<file path="src/rtl/hilo_div_ctrl.sv">
// hilo_div_ctrl
//   Owns the HI/LO register pair and sequences 64/32 divisions through an
//   external, one-edge-latency divider. Also handles direct writes to HI/LO
//   and clearing of the sticky divide-fault flag.
//
//   Handshake: an operation is accepted on a rising edge where
//   op_valid & op_ready are both high. op_ready is high only in IDLE, so
//   op_valid is don't-care while a DIV is in flight. Every accepted DIV,
//   MTHI, MTLO or CLRERR produces exactly one single-cycle done pulse
//   (done_err qualifies it); reserved ops are accepted silently.
//
//   Ports
//     clk, rst            rising-edge clock, asynchronous active-high reset
//     op_valid/op/wdata   operation request (op: 001 DIV, 010 MTHI,
//                         011 MTLO, 100 CLRERR, others reserved)
//     op_ready            high while IDLE
//     done/done_err       completion pulse and its fault qualifier
//     err_sticky          set by a faulted DIV, cleared by CLRERR/reset
//     hi/lo               architectural HI/LO registers
//     div_dnd/div_der     registered dividend/divisor to the divider
//     div_quo/div_rem     divider results, valid one edge after sampling
//     div_err             divider fault, same timing as the results
module hilo_div_ctrl (
    input  logic        clk,
    input  logic        rst,
    input  logic        op_valid,
    input  logic [2:0]  op,
    input  logic [31:0] wdata,
    output logic        op_ready,
    output logic        done,
    output logic        done_err,
    output logic        err_sticky,
    output logic [31:0] hi,
    output logic [31:0] lo,
    output logic [63:0] div_dnd,
    output logic [31:0] div_der,
    input  logic [31:0] div_quo,
    input  logic [31:0] div_rem,
    input  logic        div_err
);

    localparam logic [2:0] OP_DIV    = 3'b001;
    localparam logic [2:0] OP_MTHI   = 3'b010;
    localparam logic [2:0] OP_MTLO   = 3'b011;
    localparam logic [2:0] OP_CLRERR = 3'b100;

    // DRIVE: divider samples div_dnd/div_der at the edge leaving this state.
    // WAIT:  divider results are valid at the edge leaving this state.
    typedef enum logic [1:0] {
        ST_IDLE  = 2'b00,
        ST_DRIVE = 2'b01,
        ST_WAIT  = 2'b10
    } state_t;

    state_t      state_q, state_d;
    logic [31:0] hi_q, hi_d;
    logic [31:0] lo_q, lo_d;
    logic [63:0] dnd_q, dnd_d;
    logic [31:0] der_q, der_d;
    logic        done_q, done_d;
    logic        done_err_q, done_err_d;
    logic        err_q, err_d;

    always_comb begin
        state_d    = state_q;
        hi_d       = hi_q;
        lo_d       = lo_q;
        dnd_d      = dnd_q;
        der_d      = der_q;
        err_d      = err_q;
        done_d     = 1'b0;
        done_err_d = 1'b0;

        case (state_q)
            ST_IDLE: begin
                // op_ready is 1 here, so op_valid alone means accepted.
                if (op_valid) begin
                    case (op)
                        OP_DIV: begin
                            dnd_d   = {hi_q, lo_q};
                            der_d   = wdata;
                            state_d = ST_DRIVE;
                        end
                        OP_MTHI: begin
                            hi_d   = wdata;
                            done_d = 1'b1;
                        end
                        OP_MTLO: begin
                            lo_d   = wdata;
                            done_d = 1'b1;
                        end
                        OP_CLRERR: begin
                            err_d  = 1'b0;
                            done_d = 1'b1;
                        end
                        default: begin
                            // Reserved: accepted, no effect, no done.
                        end
                    endcase
                end
            end
            ST_DRIVE: begin
                state_d = ST_WAIT;
            end
            ST_WAIT: begin
                // Only place the divider outputs are looked at, so stale
                // results or faults in other states can never leak in.
                state_d = ST_IDLE;
                done_d  = 1'b1;
                if (div_err) begin
                    done_err_d = 1'b1;
                    err_d      = 1'b1;
                end else begin
                    lo_d = div_quo;
                    hi_d = div_rem;
                end
            end
            default: begin
                state_d = ST_IDLE;
            end
        endcase
    end

    always_ff @(posedge clk or posedge rst) begin
        if (rst) begin
            state_q    <= ST_IDLE;
            hi_q       <= 32'd0;
            lo_q       <= 32'd0;
            dnd_q      <= 64'd0;
            der_q      <= 32'd0;
            done_q     <= 1'b0;
            done_err_q <= 1'b0;
            err_q      <= 1'b0;
        end else begin
            state_q    <= state_d;
            hi_q       <= hi_d;
            lo_q       <= lo_d;
            dnd_q      <= dnd_d;
            der_q      <= der_d;
            done_q     <= done_d;
            done_err_q <= done_err_d;
            err_q      <= err_d;
        end
    end

    assign op_ready   = (state_q == ST_IDLE);
    assign done       = done_q;
    assign done_err   = done_err_q;
    assign err_sticky = err_q;
    assign hi         = hi_q;
    assign lo         = lo_q;
    assign div_dnd    = dnd_q;
    assign div_der    = der_q;

endmodule

</file>
<file path="config.mk">
export PLATFORM = sky130hd
export DESIGN_NAME = hilo_div_ctrl
export DESIGN_NICKNAME = d
export VERILOG_FILES = /design/src/rtl/hilo_div_ctrl.sv
export SDC_FILE = /design/constraint.sdc
export NUM_CORES = 1
export LEC_CHECK = 0
export BUFFER_PORTS_ARGS = -buffer_cell sky130_fd_sc_hd__buf_2
export CAP_MARGIN = 30
export CORE_MARGIN = 10
export CORE_UTILIZATION = 53
export DETAILED_ROUTE_END_ITERATION = 7
export GPL_TIMING_DRIVEN = 0
export PLACE_DENSITY_LB_ADDON = 0.05
export SYNTH_ARGS = -nofsm -noshare
export SYNTH_HDL_FRONTEND = slang
export SYNTH_SLANG_ARGS = --single-unit
</file>
<file path="constraint.sdc">
create_clock -name clk -period 12.15 [get_ports clk]
set_input_delay 2.43 -clock clk [delete_from_list [all_inputs] [get_ports clk]]
set_output_delay 2.43 -clock clk [all_outputs]
set_load 0.1 [all_outputs]
</file>
==> results of run 1 <==
cells by family (layout without fill, tap and decap cells):
kind of cell | count (synthesis) | count (layout) | share of synthesized area, %
muxes | 224 | 224 | 36.3
DFF | 165 | 165 | 59.4
buffers and inverters | 27 | 326 | 2.12
and+or+nand+nor | 13 | 13 | 1.26
AOI/OAI and AO/OA | 7 | 7 | 0.954
other | 0 | 3 | 0
flip-flops by register name (all words and copies together) (netlist names):
name	count
state_q	2
hi	32
div_der	32
done	1
err_sticky	1
lo	32
done_err	1
div_dnd	64
layout make-up:
class	count	area, sq um	area share [%]
flip-flops and latches	165	4130	45.3
clock buffers	23	498	5.46
multi-input cells	244	2680	29.4
plain buffers	23	133	1.46
well taps	172	215	2.36
repair buffers	267	1360	14.9
clock inverters	9	75.1	0.824
inverters	4	22.5	0.247
diodes	3	7.51	0.0824
worst max path at each step:
| stage | slack, ns | startpoint | cells past startpoint | to |
|---|---|---|---|---|
| after floorplan | 5.26 | rst | 1 | div_der[0] |
| after detailed placement | 8.01 | div_err | 5 | lo[27] |
| after CTS | 8.16 | state_q[0] | 2 | op_ready |
| after global routing | 8.10 | state_q[0] | 2 | op_ready |
| after global placement | 3.60 | rst | 2 | div_dnd[28] |
| final | 8.16 | state_q[0] | 2 | op_ready |
worst reg2reg max path: cells and delay by family (launching register included):
| kind | cells | cell delay, ns |
|---|---|---|
| buf+inv | 2 | 0.64 |
| mux | 2 | 0.66 |
| simple gates | 1 | 0.20 |
| flops | 1 | 0.48 |
cells in the mapped netlist:
cell type / n / area share, %
nor3b_1: 1 / 0.11
mux2_1: 2 / 0.32
and2_1: 1 / 0.090
nand4bb_1: 1 / 0.16
a221oi_4: 1 / 0.38
a221oi_2: 1 / 0.22
nand3b_1: 1 / 0.11
a21oi_1: 2 / 0.14
nand2b_1: 2 / 0.18
nor2b_1: 2 / 0.18
buf_2: 19 / 1.4
inv_1: 4 / 0.22
o21ai_0: 3 / 0.22
nor4bb_1: 1 / 0.14
buf_6: 3 / 0.49
clkbuf_1: 1 / 0.054
nand2_1: 1 / 0.054
nor2_1: 2 / 0.11
or3b_1: 1 / 0.13
mux2_2: 222 / 36
dfrtp_1: 165 / 59
metal layers:
metal,vias up,global-route usage (%),share of wire [%],routed length (um)
met1,2328,22.9,38,7180
li1,2156,-,-,-
met4,0,8.46,2.4,458
met5,-,0,0,0
met3,26,8.61,9.3,1790
met2,185,36.9,51,9720
per-stage QoR:
step / setup WS (ns) / cells / hold slack (ns) / utilization (%) / instance area [sq um]
2_1_floorplan: 5.26 / 436 / 0.469 / - / 6950
3_3_place_gp: 3.60 / 874 / 0.482 / 66.8 / 8500
3_5_place_dp: 8.01 / 875 / 0.487 / 67.1 / 8530
4_1_cts: 8.16 / 907 / 0.500 / 71.6 / 9110
5_1_grt: 8.10 / 909 / 0.512 / 71.6 / 9110
6_report: 8.16 / 910 / 0.499 / 71.6 / 9110
==> qor.txt, run 1 <==
Post-DRT Antenna Nets = 0
GRT Residual Overflow = 0
max cap viols = 0
DRC = 0
drt pass-1 iters = 4
total CTS buffers = 17
hold path start = div_dnd[33]
endpoints failing setup = 0
H-Tree Depth = 4
DR vias = 4695
Max Slew Vio Count = 0
Syn Area/Cell = 15.9 sq um
most common cell after layout, fill and taps aside = buf_2
routability cong. = 0.821
vias in the first global route = 5340
Least-Margin Pin Slew = 0.732 ns
fin crit period = 3.99 ns
Slew headroom = 51.2%
crit end category = output pin
DR iter-0 viols = 201
Ys Warns = 0
starting density of the core = 54.7%
most frequent cells in the layout = 285 x buf_2, 222 x mux2_2, 165 x dfrtp_1, 17 x clkbuf_16, 6 x clkinv_2
hpwl dp = 14700 um
io pins = 267
Vias per Instance = 5.16
crit path max fanout = 7
CTS tree = yes
Die H = 135 um
clk buf depth = 2
synthesized instance count = 436
postcts setup bufs = 0
layout cells sized above 1 = 74.1%
cells along the critical path = nor2_1 > buf_2
sequential area share after synthesis = 59.4%
worst skew pair latency = 0.42 ns
Filler cells = 987
Clock transition at path regs = 0.06 ns
Root Buffer = clkbuf_16
r2r endpoint = hi[30]
Reg2Reg Depth = 5
global-route wire length before repair = 29800 um
# rows = 41
critical path data required time = 9.72 ns
total track usage = 21.4%
drt total wl = 19100 um
Resized cells post-CTS = 0
Worst path top cell family by delay = flip-flops
RSZ-0062 raised after global routing = false
Hold Violations, Final = 0
reg2reg setup slack = 10.07 ns
Hold Crit Class = flip-flop to flip-flop
Die ar. = 18100 sq um
Buf/Inv on CP = 1
Setup TNS = 0 ns
antenna violations before repair = 3
Synth cell types = 21
Port Buf Inserts = 266
FMAX = 251 MHz
clk_skew = 0.00477 ns
worst reg2reg path startpoint = state_q[0]
CORE AREA = 12700 sq um
largest net degree at the start of global routing = 95
WL/cell = 21.0 um
WP data arrival = 1.56 ns
Synth Net Count = 539
FF+latch count, synth = 165
period utilization = 32.9%
Slowest cell on crit path = dfrtp_1
Min-Delay Path Depth = 1
synthesized cell area = 6950 sq um
Setup CP Type = flip-flop to output pin
highest cell delay on the worst timing path = 0.48 ns
status = complete, no violations
# hold bufs at CTS = 0
startpoint types = flip-flop
chip width = 135 um
area delta synth->final = 31.1%
clock sinks = 165
final net count = 825
Hold Crit Endpoint = div_dnd[33]
Power of run 1 is left out: the tool's default activity adds up to more than one toggle a clock period on the data nets, which glitch-free logic cannot reach.
==> run 2, diff against run 1 <==
- CORE_UTILIZATION: 53 -> 49
- clock period: 12.15 -> 3.95 ns (I/O delays scaled with it)
==> run 2 against run 1 <==
Effect of this change:
- sequential share of layout area is 0.55 points lower
- register-to-register slack worse by 8.3 ns
- via count is 0.77% higher
- clock-buffer cell count is 2 lower
- clock skew is 0.0014 ns higher
- highest routed layer unchanged
==> qor.txt, run 2 (same netlist as run 1, synthesis figures left out) <==
final net count = 828
Buf/Inv on CP = 1
Vias per Instance = 5.16
Least-Margin Pin Slew = 0.671 ns
Port Buf Inserts = 266
drt total wl = 19800 um
crit end category = output pin
clk_skew = 0.00622 ns
antenna violations before repair = 1
DR iter-0 viols = 168
Hold Violations, Final = 0
CTS tree = yes
fin crit period = 2.31 ns
area delta synth->final = 32.7%
Worst path top cell family by delay = flip-flops
crit path max fanout = 7
worst reg2reg path startpoint = state_q[1]
clock sinks = 165
Setup TNS = 0 ns
Slew headroom = 55.3%
reg2reg setup slack = 1.79 ns
startpoint types = flip-flop
Slowest cell on crit path = dfrtp_1
# rows = 43
Die H = 139 um
Die ar. = 19400 sq um
# hold bufs at CTS = 0
area post-placement = 8590 sq um
Root Buffer = clkbuf_16
Hold Crit Class = primary input to asynchronous set/reset pin
post-route design area = 9230 sq um
hpwl dp = 15200 um
Reg2Reg Depth = 4
Setup CP Type = flip-flop to output pin
DRC = 0
H-Tree Depth = 4
total CTS buffers = 17
highest cell delay on the worst timing path = 0.47 ns
postcts setup bufs = 0
DR vias = 4731
max cap viols = 0
FMAX = 432 MHz
clk buf depth = 2
endpoints failing setup = 0
routability cong. = 0.801
GRT Residual Overflow = 0
vias in the first global route = 5283
Resized cells post-CTS = 0
total track usage = 20.6%
RSZ-0062 raised after global routing = false
starting density of the core = 50.1%
status = complete, no violations
critical path data required time = 3.16 ns
most common cell after layout, fill and taps aside = buf_2
WP data arrival = 1.52 ns
Clock transition at path regs = 0.06 ns
dpl cells = 886
cells along the critical path = nor2_1 > buf_2
Largest register FFs = 64
r2r endpoint = lo[4]
CORE AREA = 13900 sq um
global-route wire length before repair = 30800 um
io pins = 267
drt pass-1 iters = 4
period utilization = 58.6%
Post-DRT Antenna Nets = 0
most frequent cells in the layout = 285 x buf_2, 222 x mux2_2, 165 x dfrtp_1, 17 x clkbuf_16
largest net degree at the start of global routing = 44
worst skew pair latency = 0.42 ns
chip width = 139 um
Max Slew Vio Count = 0
layout cells sized above 1 = 74.3%
WL/cell = 21.6 um
Non-Filler Instances = 917
==> run 2: cell count changes in the layout (fill, tap and decap cells not counted) <==
cell	previous run	this run
bufinv_16	1	4
inv_8	1	0
clkinv_2	6	3
buf_16	1	0
clkbuf_8	5	4
clkinvlp_4	2	3
buf_12	0	4
clkbuf_1	2	1
diode_2	3	1
==> run 2: how the worst max path moves through the flow <==
stage               start     endpoint  cells past startpoint
2_1_floorplan  state_q[0]  div_dnd[19]                      5
3_3_place_gp          rst       lo[15]                      2
3_5_place_dp      div_err        lo[7]                      5
4_1_cts        state_q[0]     op_ready                      2
5_1_grt        state_q[0]     op_ready                      2
6_report       state_q[0]     op_ready                      2
==> run 2: per-layer routing <==
metal	routed length [um]	up-vias	global-route usage, %
li1	-	2146	-
met1	7710	2384	23.2
met2	10000	173	35.0
met3	1640	28	7.77
met4	404	0	6.81
met5	0	-	0
==> run 2: through the flow <==
stage | setup slack, ns | util [%] | hold WS [ns]
finish | 1.64 | 66.5 | 0.390
global route | 1.55 | 66.5 | 0.416
CTS | 1.61 | 66.5 | 0.390
detailed placement | 1.37 | 61.9 | 0.487
global placement | 0.134 | 61.3 | 0.481
floorplan | 1.03 | - | 0.469
==> run 2: layout make-up <==
| type | instances | area [sq um] |
|---|---|---|
| repair buffers | 270 | 1410 |
| multi-input cells | 244 | 2680 |
| plain buffers | 23 | 133 |
| flip-flops and latches | 165 | 4130 |
| well taps | 180 | 225 |
| diodes | 1 | 2.50 |
| fillers | 1096 | 4650 |
| clock buffers | 21 | 480 |
| clock inverters | 9 | 150 |
| inverters | 4 | 18.8 |
Power of run 2 is left out for the same reason.
==> run 3, diff against run 2 <==
- CORE_UTILIZATION: 49 -> 44
- clock period: 3.95 -> 2 ns (I/O delays scaled with it)
==> run 3 against run 2 <==
Effect of this change:
- die area up 9.7%
- register-to-register slack worse by 1.7 ns
- global-route usage down 2.3 points
- cell count up 3.7%
- critical endpoint is now lo[29]
- largest cell class unchanged
==> qor.txt, run 3 (same netlist as run 1, synthesis figures left out) <==
status = complete, no violations
RSZ-0062 raised after global routing = false
Port Buf Inserts = 266
largest net degree at the start of global routing = 44
clock sinks = 165
total CTS buffers = 17
antenna violations before repair = 3
clk_skew = 0.00668 ns
GRT Residual Overflow = 0
routability cong. = 0.751
layout cells sized above 1 = 74.8%
CTS tree = yes
WP data arrival = 2.19 ns
CORE AREA = 15400 sq um
Buf/Inv on CP = 1
# rows = 45
io pins = 267
Hold Violations, Final = 0
worst skew pair latency = 0.41 ns
Vias per Instance = 4.93
most frequent cells in the layout = 274 x buf_2, 222 x mux2_2, 163 x dfrtp_1, 17 x clkbuf_16, 10 x buf_4
global-route wire length before repair = 30100 um
fin crit period = 1.90 ns
total track usage = 18.3%
critical path data required time = 2.30 ns
Post-DRT Antenna Nets = 0
Least-Margin Pin Slew = 0.589 ns
DRC = 0
H-Tree Depth = 4
Setup CP Type = flip-flop to flip-flop
chip width = 146 um
FMAX = 527 MHz
# hold bufs at CTS = 0
drt pass-1 iters = 4
Filler cells = 1282
final net count = 830
Slew headroom = 60.6%
Slowest cell on crit path = dfrtp_2
crit end category = flip-flop
startpoint types = flip-flop
Root Buffer = clkbuf_16
DR vias = 4685
highest cell delay on the worst timing path = 0.45 ns
Clock transition at path regs = 0.06 ns
crit path max fanout = 10
Worst path top cell family by delay = flip-flops
endpoints failing setup = 0
drt total wl = 19600 um
Die H = 146 um
max cap viols = 0
clk buf depth = 2
hpwl dp = 15200 um
Max Slew Vio Count = 0
period utilization = 94.9%
most common cell after layout, fill and taps aside = buf_2
area delta synth->final = 33.5%
Largest register FFs = 64
Hold Crit Class = primary input to asynchronous set/reset pin
DR iter-0 viols = 94
hold_ws = 0.0483 ns
vias in the first global route = 5179
Die ar. = 21200 sq um
WL/cell = 20.7 um
cells along the critical path = nand2b_1 > a221oi_4 > buf_4 > mux2_2
starting density of the core = 45.2%
[run 3: final timing paths]
path | startpoint | slack [ns] | endpoint | cells after the start
min in group clk | wdata[8] | 0.24 | div_der[8] | 2
worst min-delay path | rst | 0.05 | div_dnd[28] | 2
worst max register to register | state_q[1] | 0.10 | lo[29] | 4
worst min register to register | div_dnd[40] | 0.50 | div_dnd[40] | 1
max in group asynchronous | rst | 1.14 | state_q[0] | 4
worst max-delay path | state_q[1] | 0.10 | lo[29] | 4
[run 3: stage by stage]
stage | instances | setup WS (ns) | util [%] | cell area [sq um] | setup TNS (ns)
2_1_floorplan | 436 | -0.499 | - | 6960 | -82.30
3_3_place_gp | 913 | -1.48 | 55.7 | 8560 | -249.52
3_5_place_dp | 917 | -0.137 | 56.2 | 8640 | -7.86
4_1_cts | 948 | 0.00132 | 60.2 | 9260 | 0
5_1_grt | 951 | 0.00140 | 60.4 | 9290 | 0
6_report | 951 | 0.103 | 60.4 | 9290 | 0
[run 3: layout make-up]
type	count	area, sq um	area share, %
Antenna cell	1	2.50	0.0270
Buffer	23	161	1.74
Clock buffer	22	484	5.21
Clock inverter	9	101	1.09
Inverter	4	18.8	0.202
Multi-Input combinational cell	244	2700	29.0
Sequential cell	165	4130	44.5
Tap cell	211	264	2.84
Timing Repair Buffer	272	1430	15.4
[run 3: routing by layer]
metal	track usage (%)	wire length (um)
met5	0	20
met1	20.7	7820
met4	4.55	187
met2	30.9	9980
met3	7.92	1640
[run 3: worst register-to-register path: cells and delay by family, from the launching register on]
kind	cells	cell delay, ns
AOI/OAI and AO/OA	1	0.43
buffers and inverters	1	0.29
DFF	1	0.45
muxes	1	0.36
and+or+nand+nor	1	0.24
[run 3: repair_timing]
action / 4_1_cts / 5_1_grt
endpoints found under the hold margin: 0 / 0
pin swaps: 0 / 2
cloned: 0 / 0
gates resized for setup: 10 / 5
buffers inserted: 0 / 2
endpoints found under the setup margin: 54 / 90
Power of run 3 is left out for the same reason.
